===== src/rtl/load_read_unit_pkg.sv =====
// Shared definitions for the load read unit: load-type codes, FSM state
// encoding, watchdog limit and request-legality helpers.
package load_read_unit_pkg;

    // Load-type encodings as presented on ld_type
    localparam logic [2:0] LD_LW  = 3'b000;
    localparam logic [2:0] LD_LB  = 3'b001;
    localparam logic [2:0] LD_LBU = 3'b010;
    localparam logic [2:0] LD_LH  = 3'b011;
    localparam logic [2:0] LD_LHU = 3'b100;

    // Watchdog limit for an outstanding memory read
    localparam logic [7:0] TIMEOUT = 8'd255;

    // Control FSM states
    typedef enum logic [1:0] {
        ST_IDLE = 2'b00,
        ST_REQ  = 2'b01,
        ST_WAIT = 2'b10,
        ST_RESP = 2'b11
    } lru_state_t;

    // True for the five defined load types; 101-111 are rejected
    function automatic logic ld_type_legal(input logic [2:0] ld_type);
        logic legal;
        case (ld_type)
            LD_LW, LD_LB, LD_LBU, LD_LH, LD_LHU: legal = 1'b1;
            default:                             legal = 1'b0;
        endcase
        return legal;
    endfunction

    // Word loads need lane 00; halfword loads need an even lane
    function automatic logic ld_misaligned(input logic [2:0] ld_type,
                                           input logic [1:0] lane);
        logic mis;
        case (ld_type)
            LD_LW:         mis = (lane != 2'b00);
            LD_LH, LD_LHU: mis = lane[0];
            default:       mis = 1'b0;
        endcase
        return mis;
    endfunction

endpackage


===== src/rtl/load_extract.sv =====
// Combinational lane select and sign/zero extension of a returned data word.
// Byte order is little-endian: lane 0 is rdata[7:0].
module load_extract
    import load_read_unit_pkg::*;
(
    input  logic [31:0] rdata,
    input  logic [1:0]  lane,
    input  logic [2:0]  ld_type,
    output logic [31:0] data
);

    logic [7:0]  byte_s;
    logic [15:0] half_s;

    // Pick the addressed byte and halfword, then extend per load type
    always_comb begin
        byte_s = 8'h00;
        half_s = 16'h0000;
        data   = 32'h0000_0000;

        case (lane)
            2'b00:   byte_s = rdata[7:0];
            2'b01:   byte_s = rdata[15:8];
            2'b10:   byte_s = rdata[23:16];
            2'b11:   byte_s = rdata[31:24];
            default: byte_s = 8'h00;
        endcase

        if (lane[1]) begin
            half_s = rdata[31:16];
        end else begin
            half_s = rdata[15:0];
        end

        case (ld_type)
            LD_LW:   data = rdata;
            LD_LB:   data = {{24{byte_s[7]}}, byte_s};
            LD_LBU:  data = {24'h00_0000, byte_s};
            LD_LH:   data = {{16{half_s[15]}}, half_s};
            LD_LHU:  data = {16'h0000, half_s};
            default: data = 32'h0000_0000;
        endcase
    end

endmodule


===== src/rtl/load_read_unit.sv =====
// Load read unit: accepts one load from the MEM stage, issues a word read to
// data memory, extracts/extends the addressed lane and hands the result back
// through a valid/ready response port. Misaligned or illegal requests are
// answered with an error without touching memory; a watchdog bounds the wait
// for read data.
module load_read_unit
    import load_read_unit_pkg::*;
(
    input  logic        clk,
    input  logic        reset_n,
    input  logic        req_valid,
    output logic        req_ready,
    input  logic [31:0] addr,
    input  logic [2:0]  ld_type,
    output logic        mem_req,
    output logic [31:0] mem_addr,
    input  logic        mem_gnt,
    input  logic        mem_rvalid,
    input  logic [31:0] mem_rdata,
    output logic        rsp_valid,
    output logic [31:0] rsp_data,
    output logic        rsp_err,
    input  logic        rsp_ready,
    output logic        busy
);

    lru_state_t  state_r;
    logic [2:0]  ld_type_r;
    logic [1:0]  lane_r;
    logic [7:0]  wdog_r;

    logic [31:0] ext_data_s;
    logic        req_ok_s;
    logic [7:0]  wdog_next_s;
    logic        wdog_expired_s;

    load_extract u_extract (
        .rdata   (mem_rdata),
        .lane    (lane_r),
        .ld_type (ld_type_r),
        .data    (ext_data_s)
    );

    // Request legality and watchdog next-value decode
    always_comb begin
        req_ok_s       = ld_type_legal(ld_type) && !ld_misaligned(ld_type, addr[1:0]);
        wdog_next_s    = wdog_r + 8'd1;
        wdog_expired_s = (wdog_next_s == TIMEOUT);
    end

    // Control FSM with all outputs registered
    always_ff @(posedge clk) begin
        if (!reset_n) begin
            state_r   <= ST_IDLE;
            ld_type_r <= LD_LW;
            lane_r    <= 2'b00;
            wdog_r    <= 8'd0;
            req_ready <= 1'b1;
            mem_req   <= 1'b0;
            mem_addr  <= 32'h0000_0000;
            rsp_valid <= 1'b0;
            rsp_data  <= 32'h0000_0000;
            rsp_err   <= 1'b0;
            busy      <= 1'b0;
        end else begin
            case (state_r)
                ST_IDLE: begin
                    if (req_valid) begin
                        ld_type_r <= ld_type;
                        lane_r    <= addr[1:0];
                        mem_addr  <= {addr[31:2], 2'b00};
                        req_ready <= 1'b0;
                        busy      <= 1'b1;
                        if (req_ok_s) begin
                            mem_req <= 1'b1;
                            state_r <= ST_REQ;
                        end else begin
                            // Rejected request: answer immediately, no memory access
                            rsp_valid <= 1'b1;
                            rsp_err   <= 1'b1;
                            rsp_data  <= 32'h0000_0000;
                            state_r   <= ST_RESP;
                        end
                    end
                end

                ST_REQ: begin
                    // mem_req and mem_addr stay put until the grant
                    if (mem_gnt) begin
                        mem_req <= 1'b0;
                        wdog_r  <= 8'd0;
                        state_r <= ST_WAIT;
                    end
                end

                ST_WAIT: begin
                    wdog_r <= wdog_next_s;
                    // Returned data takes priority over an expiring watchdog
                    if (mem_rvalid) begin
                        rsp_valid <= 1'b1;
                        rsp_err   <= 1'b0;
                        rsp_data  <= ext_data_s;
                        state_r   <= ST_RESP;
                    end else if (wdog_expired_s) begin
                        rsp_valid <= 1'b1;
                        rsp_err   <= 1'b1;
                        rsp_data  <= 32'h0000_0000;
                        state_r   <= ST_RESP;
                    end
                end

                ST_RESP: begin
                    // req_ready rises only after this exit edge, forcing an IDLE gap
                    if (rsp_ready) begin
                        rsp_valid <= 1'b0;
                        req_ready <= 1'b1;
                        busy      <= 1'b0;
                        state_r   <= ST_IDLE;
                    end
                end

                default: begin
                    state_r   <= ST_IDLE;
                    req_ready <= 1'b1;
                    mem_req   <= 1'b0;
                    rsp_valid <= 1'b0;
                    busy      <= 1'b0;
                end
            endcase
        end
    end

endmodule


===== config.mk =====
export PLATFORM = sky130hd
export DESIGN_NAME = load_read_unit
export DESIGN_NICKNAME = d
export VERILOG_FILES = /design/src/rtl/load_read_unit_pkg.sv /design/src/rtl/load_extract.sv /design/src/rtl/load_read_unit.sv
export SDC_FILE = /design/constraint.sdc
export NUM_CORES = 1
export LEC_CHECK = 0
export CORE_MARGIN = 2
export CORE_UTILIZATION = 41
export CTS_BUF_LIST = sky130_fd_sc_hd__clkbuf_4 sky130_fd_sc_hd__clkbuf_8 sky130_fd_sc_hd__clkbuf_16
export CTS_CLUSTER_SIZE = 20
export DETAILED_ROUTE_END_ITERATION = 7
export PLACE_DENSITY = 0.81
export SETUP_SLACK_MARGIN = 0.3
export SLEW_MARGIN = 0
export SYNTH_ARGS = -nofsm -noshare
export SYNTH_HDL_FRONTEND = slang
export SYNTH_SLANG_ARGS = --single-unit

===== constraint.sdc =====
create_clock -name clk -period 2.5 [get_ports clk]
set_clock_uncertainty 0.15 [all_clocks]
set_input_delay 0.25 -clock clk [delete_from_list [all_inputs] [get_ports clk]]
set_output_delay 0.25 -clock clk [all_outputs]
set_load 0.03 [all_outputs]

Word level (Yosys, flattened, before mapping)
Cells that the tools add are included.
{ "totals": {"reg_bits": 82, "output_inout_bits": 69} }
{ "classes": {"add_sub_neg": 1, "eq_ne": 21, "n_mux": 36, "n_reduce_logical": 21} }
{ "op_table": {"columns": ["op", "n"], "rows": [
  ["case mux 32 bit (5 select lines)", 1],
  ["2-to-1 mux 32 bit", 4],
  ["case mux 32 bit (2 select lines)", 1],
  ["case mux 8 bit (4 select lines)", 1],
  ["2-to-1 mux 16 bit", 1],
  ["case mux 8 bit (2 select lines)", 1],
  ["2-to-1 mux 1 bit", 13],
  ["equality test 3 x 2 -> 1 bit, second input constant", 4],
  ["2-to-1 mux 2 bit", 6],
  ["AND reduction 4 bit", 3],
  ["inequality test 2 bit, second input constant", 5],
  ["case mux 1 bit (2 select lines)", 5],
  ["nonzero test 2 bit", 5],
  ["adder 8 x 1 -> 8 bit, second input constant", 1],
  ["equality test 2 bit, second input constant", 4],
  ["equality test 8 bit, second input constant", 1],
  ["2-to-1 mux 8 bit", 1],
  ["case mux 2 bit (4 select lines)", 1],
  ["equality test 3 x 1 -> 1 bit, second input constant", 2],
  ["equality test 3 bit, second input constant", 2],
  ["logical NOT 3 bit", 2],
  ["AND reduction 5 bit", 1],
  ["OR reduction 5 bit", 1],
  ["equality test 2 x 1 -> 1 bit, second input constant", 2],
  ["other kinds (9)", 11]
]} }

Depth between registers and ports, before layout
Gate-level depths: netlist (run 1).
{ "depth": {"depth_word": 8, "depth_mapped": 9, "depth_no_buf": 7} }

Hierarchy
From an unflattened synthesis (run 1), not the netlist that was laid out.
{ "hier_totals": {"cells_unflattened": 488, "hier_area_um2": 4202.8} }
{ "by_module_without_submodules": {"columns": ["module", "instances", "cells_per_inst", "area_per_inst_um2", "seq_area_each_um2"], "rows": [
  ["load_read_unit", 1, 419, 3519.6, 1641.6],
  ["load_extract", 1, 69, 683.2, 0.0]
]} }

Worst setup path before layout (run 1)
No wires, ideal clock.
{ "synth_path": {"path_kind": "reg2reg", "startpoint": "reg wdog_r[0]", "endpoint": "reg rsp_data[20]", "setup_time_ns": 0.072, "arrival_time_ns": 2.126, "t_required_ns": 2.278, "path_slack_ns": 0.152, "path_stages_with_launch": 8, "cell_sequence": "dfxtp_1 -> ha_1 -> and3_1 -> mux2_2 -> a221o_1 -> a21oi_4 -> buf_8 -> mux2i_1"} }
{ "synth_between": {"elab_chain_len": 4} }
{ "synth_rtl": {"columns": ["item", "line_no", "text"], "rows": [
  ["start: declaration", "load_read_unit.sv:30", "logic [7:0] wdog_r;"],
  ["start signal: assignment", "load_read_unit.sv:97", "wdog_r <= wdog_next_s;"],
  ["adder 8 x 1 -> 8 bit", "load_read_unit.sv:47", "wdog_next_s = wdog_r + 8'd1;"],
  ["equality test 8 bit", "load_read_unit.sv:48", "wdog_expired_s = (wdog_next_s == TIMEOUT);"],
  ["inequality test 3 bit (no line)", null, null],
  ["AND reduction 4 bit (no line)", null, null],
  ["end signal: assignment", "load_read_unit.sv:102", "rsp_data <= ext_data_s;"],
  ["end: declaration", "load_read_unit.sv:21", "output logic [31:0] rsp_data,"]
]} }
Every way passes these cells.
A chain may end at the register's enable or synchronous reset.

Worst setup path in the final report (run 1)
Ends and elaborated chain as after synthesis.

==> run metrics, run 1 <==
status completed; DR vias/cell 5.425; post-layout min period 2.308 ns; CTS H-Tree Depth 3; initial antenna violation count 0; CTS hold repair buffers 0; ys async rst share 0%; Post-synth EDFFs 0; total die area 0.01080 sq mm; fin util 61.79%; Slew Viols, Final 0; Std-Cell Rows 36; commonest non-fill, non-tap cell in the layout clkdlybuf4s50_1; reg-to-reg startpoint wdog_r[0]$_SDFFE_PN0P_; post-synth cell types 52; CTS clk-pin slew, worst paths 0.08 ns; most common flop cell mapped by yosys dfxtp_1; setup TNS 0 ns; Port-buffer cells 139; Synth area leader dfxtp_1; crit path cell chain ha_4 > and3_4 > mux2_4 > a221o_1 > a21oi_4 > buf_12 > buf_12 > mux2i_1; Critical Path AT 2.43 ns; Inserted Clock Buffers 9; clock share of power 22.9%; Root Driver clkbuf_8; Worst Path Max Fanout 8; clock tree buffer depth 2; post-synthesis cell count 488; CP dominant cell by count buf_12; drt first-iter violations 249; num ports 142; internal cell power 0.003057 W; Lkg Pwr 2.139 nW; RSZ-0062 raised after global routing yes; Worst setup EP type flip-flop; logic gate share of total power 44.1%; Die Span Y 103.9 um; Design Power 0.004838 W; Layout area overhead 46.85%; Starting Density 42.08%; Worst Path Buf+Inv 2; largest net degree at the start of global routing 46; hpwl dp 8303 um; Total Wirelength 12140 um; DRC 0; crit path launch type flip-flop; maximum clock rate 0.4332 GHz; Overflow after GRT 0; total of max-cap violations 0; Ant. Diodes 0; Worst-Margin Slew 0.7126 ns; period utilisation layout 92.33%; Slew HR 52.32%; Skew-Pair Late Insertion Delay 0.35 ns; detailed-route via count 4150; type of the tightest min-delay check in2reg; ranking of synthesized cells by area dfxtp_1, nand2_1, mux2i_1; Mean Syn Cell Area 8.389 sq um; CP max stage delay 0.39 ns; critical path's top delay family compound AO/OA/AOI/OAI gates; commonest non-fill, non-tap cells in the layout clkdlybuf4s50_1, nand2_1, dfxtp_1; post-route worst setup slack 0.1917 ns; share of cells above drive strength 1 11.39%; maximum vdd drop 540.9 uV; GRT Overall Usage 21.94%; sw frac 36.81%; P_sw 0.001781 W; vias in the first global route 4180; fin nets 706; CP Class reg2reg; core box area 0.009729 sq mm; Seq pwr share 33.0%; pwr dens 804.7 mW/mm^2; Routed Antenna Nets 0; hold path start addr[11]; Hold Crit Depth 3; FF+latch count, synth 82; DR WL/cell 15.87 um; CP max-delay cell dfxtp_4; first-pass GRT wire length 19420 um; Crit path depth 8; worst setup path start wdog_r[0]$_SDFFE_PN0P_; post-synthesis sequential area ratio 40.10%; final hold vios 0; worst r2r path cells 8; pre-CTS WS 0.1395 ns; routability cong. 0.9047; Syn. warnings 0; Die Width 103.9 um; Pre-Repair DR Iteration Count 7; Critical Path RT 2.62 ns; clk sink count 82; TritonCTS clock tree done; Syn Std Cell Area 0.004094 sq mm; share of the synthesized area in the top cell type 40.10%; final setup fails 0
-- final timing paths --
check / to / slack [ns]
min reg2reg: mem_addr[30]$_SDFFE_PN0P_ / 0.31
min: mem_addr[11]$_SDFFE_PN0P_ / 0.29
max reg2reg: rsp_data[20]$_SDFFE_PN0P_ / 0.19
max: rsp_data[20]$_SDFFE_PN0P_ / 0.19
-- synth_stat cells, drive strengths merged, types with 3 or more instances --
master	number
nor2b	4
a222oi	8
nor2	17
o21ai	25
mux2	3
mux2i	34
nand3	5
ha	6
nand2	131
buf	11
a21oi	45
a22oi	6
clkbuf	22
a21boi	4
mux4	8
dfxtp	82
nor3	4
nand2b	10
a31o	8
inv	8
and2	17
-- timing repair --
item / CTS / global route
buffers inserted: 5 / 0
setup endpoints to repair: 32 / 34
gates cloned: 2 / 1
gates resized for setup: 5 / 5
-- logic make-up after synthesis --
logic type,count (synthesis),share of synthesized area (%)
AOI/OAI and AO/OA,111,17.39
xor gates and xnor gates,2,0.4280
adders and majority gates,6,1.834
buffers and inverters,41,4.890
DFF,82,40.10
muxes,45,13.54
other,1,0.09160
and+or+nand+nor,200,21.73
-- per-layer routing --
| metal | vias to the layer above | part of all wire, % | GRT usage [%] |
|---|---|---|---|
| met5 | - | 0 | 0 |
| met4 | 0 | 2.1 | 8.398 |
| met3 | 34 | 12 | 7.895 |
| met2 | 239 | 47 | 36.70 |
| met1 | 1911 | 39 | 25.74 |
| li1 | 1966 | - | - |
-- sequential cells by signal (all words and copies together) (netlist names), 2 cells and up --
signal and cells:
rsp_data 32, mem_addr 30, wdog_r 8, ld_type_r 3, lane_r 2, state_r 2
-- area by class of cell --
| type | count | area [sq um] |
|---|---|---|
| fill | 817 | 3717 |
| multi-input combinational | 366 | 2292 |
| sequential | 82 | 1652 |
| timing repair buffer | 160 | 1644 |
| tap | 133 | 166.4 |
| clock buffer | 12 | 152.6 |
| clock inverter | 4 | 75.07 |
| inverter | 8 | 30.03 |
-- worst reg2reg max path: stages (launching register included) --
cell and delay [ns]:
dfxtp_4 0.39, ha_4 0.14, and3_4 0.19, mux2_4 0.30
a221o_1 0.33, a21oi_4 0.22, buf_12 0.15, buf_12 0.14
mux2i_1 0.21
-- through the flow --
stage	hold WS [ns]	cells	instance area [sq um]
4_1_cts	0.2787	764	5976
2_1_floorplan	0.2360	489	4120
3_5_place_dp	0.2984	741	5623
6_report	0.2879	765	6012
5_1_grt	0.2816	765	6012
3_3_place_gp	0.2909	741	5623
-- power groups by stage --
stage | Combinational, W | Sequential (W) | Clock, W
final | 0.00214 | 0.00160 | 0.00111
after global routing | 0.00229 | 0.00162 | 0.00118
after CTS | 0.00206 | 0.00160 | 0.00113
after detailed placement | 0.00187 | 0.00163 | 0
after global placement | 0.00183 | 0.00161 | 0
after floorplan | 0.00107 | 0.00182 | 0
Note: power is estimated with default switching activity, not from simulation.
==> inputs of run 2 (changes only) <==
--- a/config.mk
+++ b/config.mk
@@ -12,7 +12,7 @@
 export DETAILED_ROUTE_END_ITERATION = 7
 export PLACE_DENSITY = 0.81
 export SETUP_SLACK_MARGIN = 0.3
-export SLEW_MARGIN = 0
+export SLEW_MARGIN = 20
 export SYNTH_ARGS = -nofsm -noshare
 export SYNTH_HDL_FRONTEND = slang
 export SYNTH_SLANG_ARGS = --single-unit
==> results of run 2 <==
Final layout, timing and power as in run 1 (identical DEF).
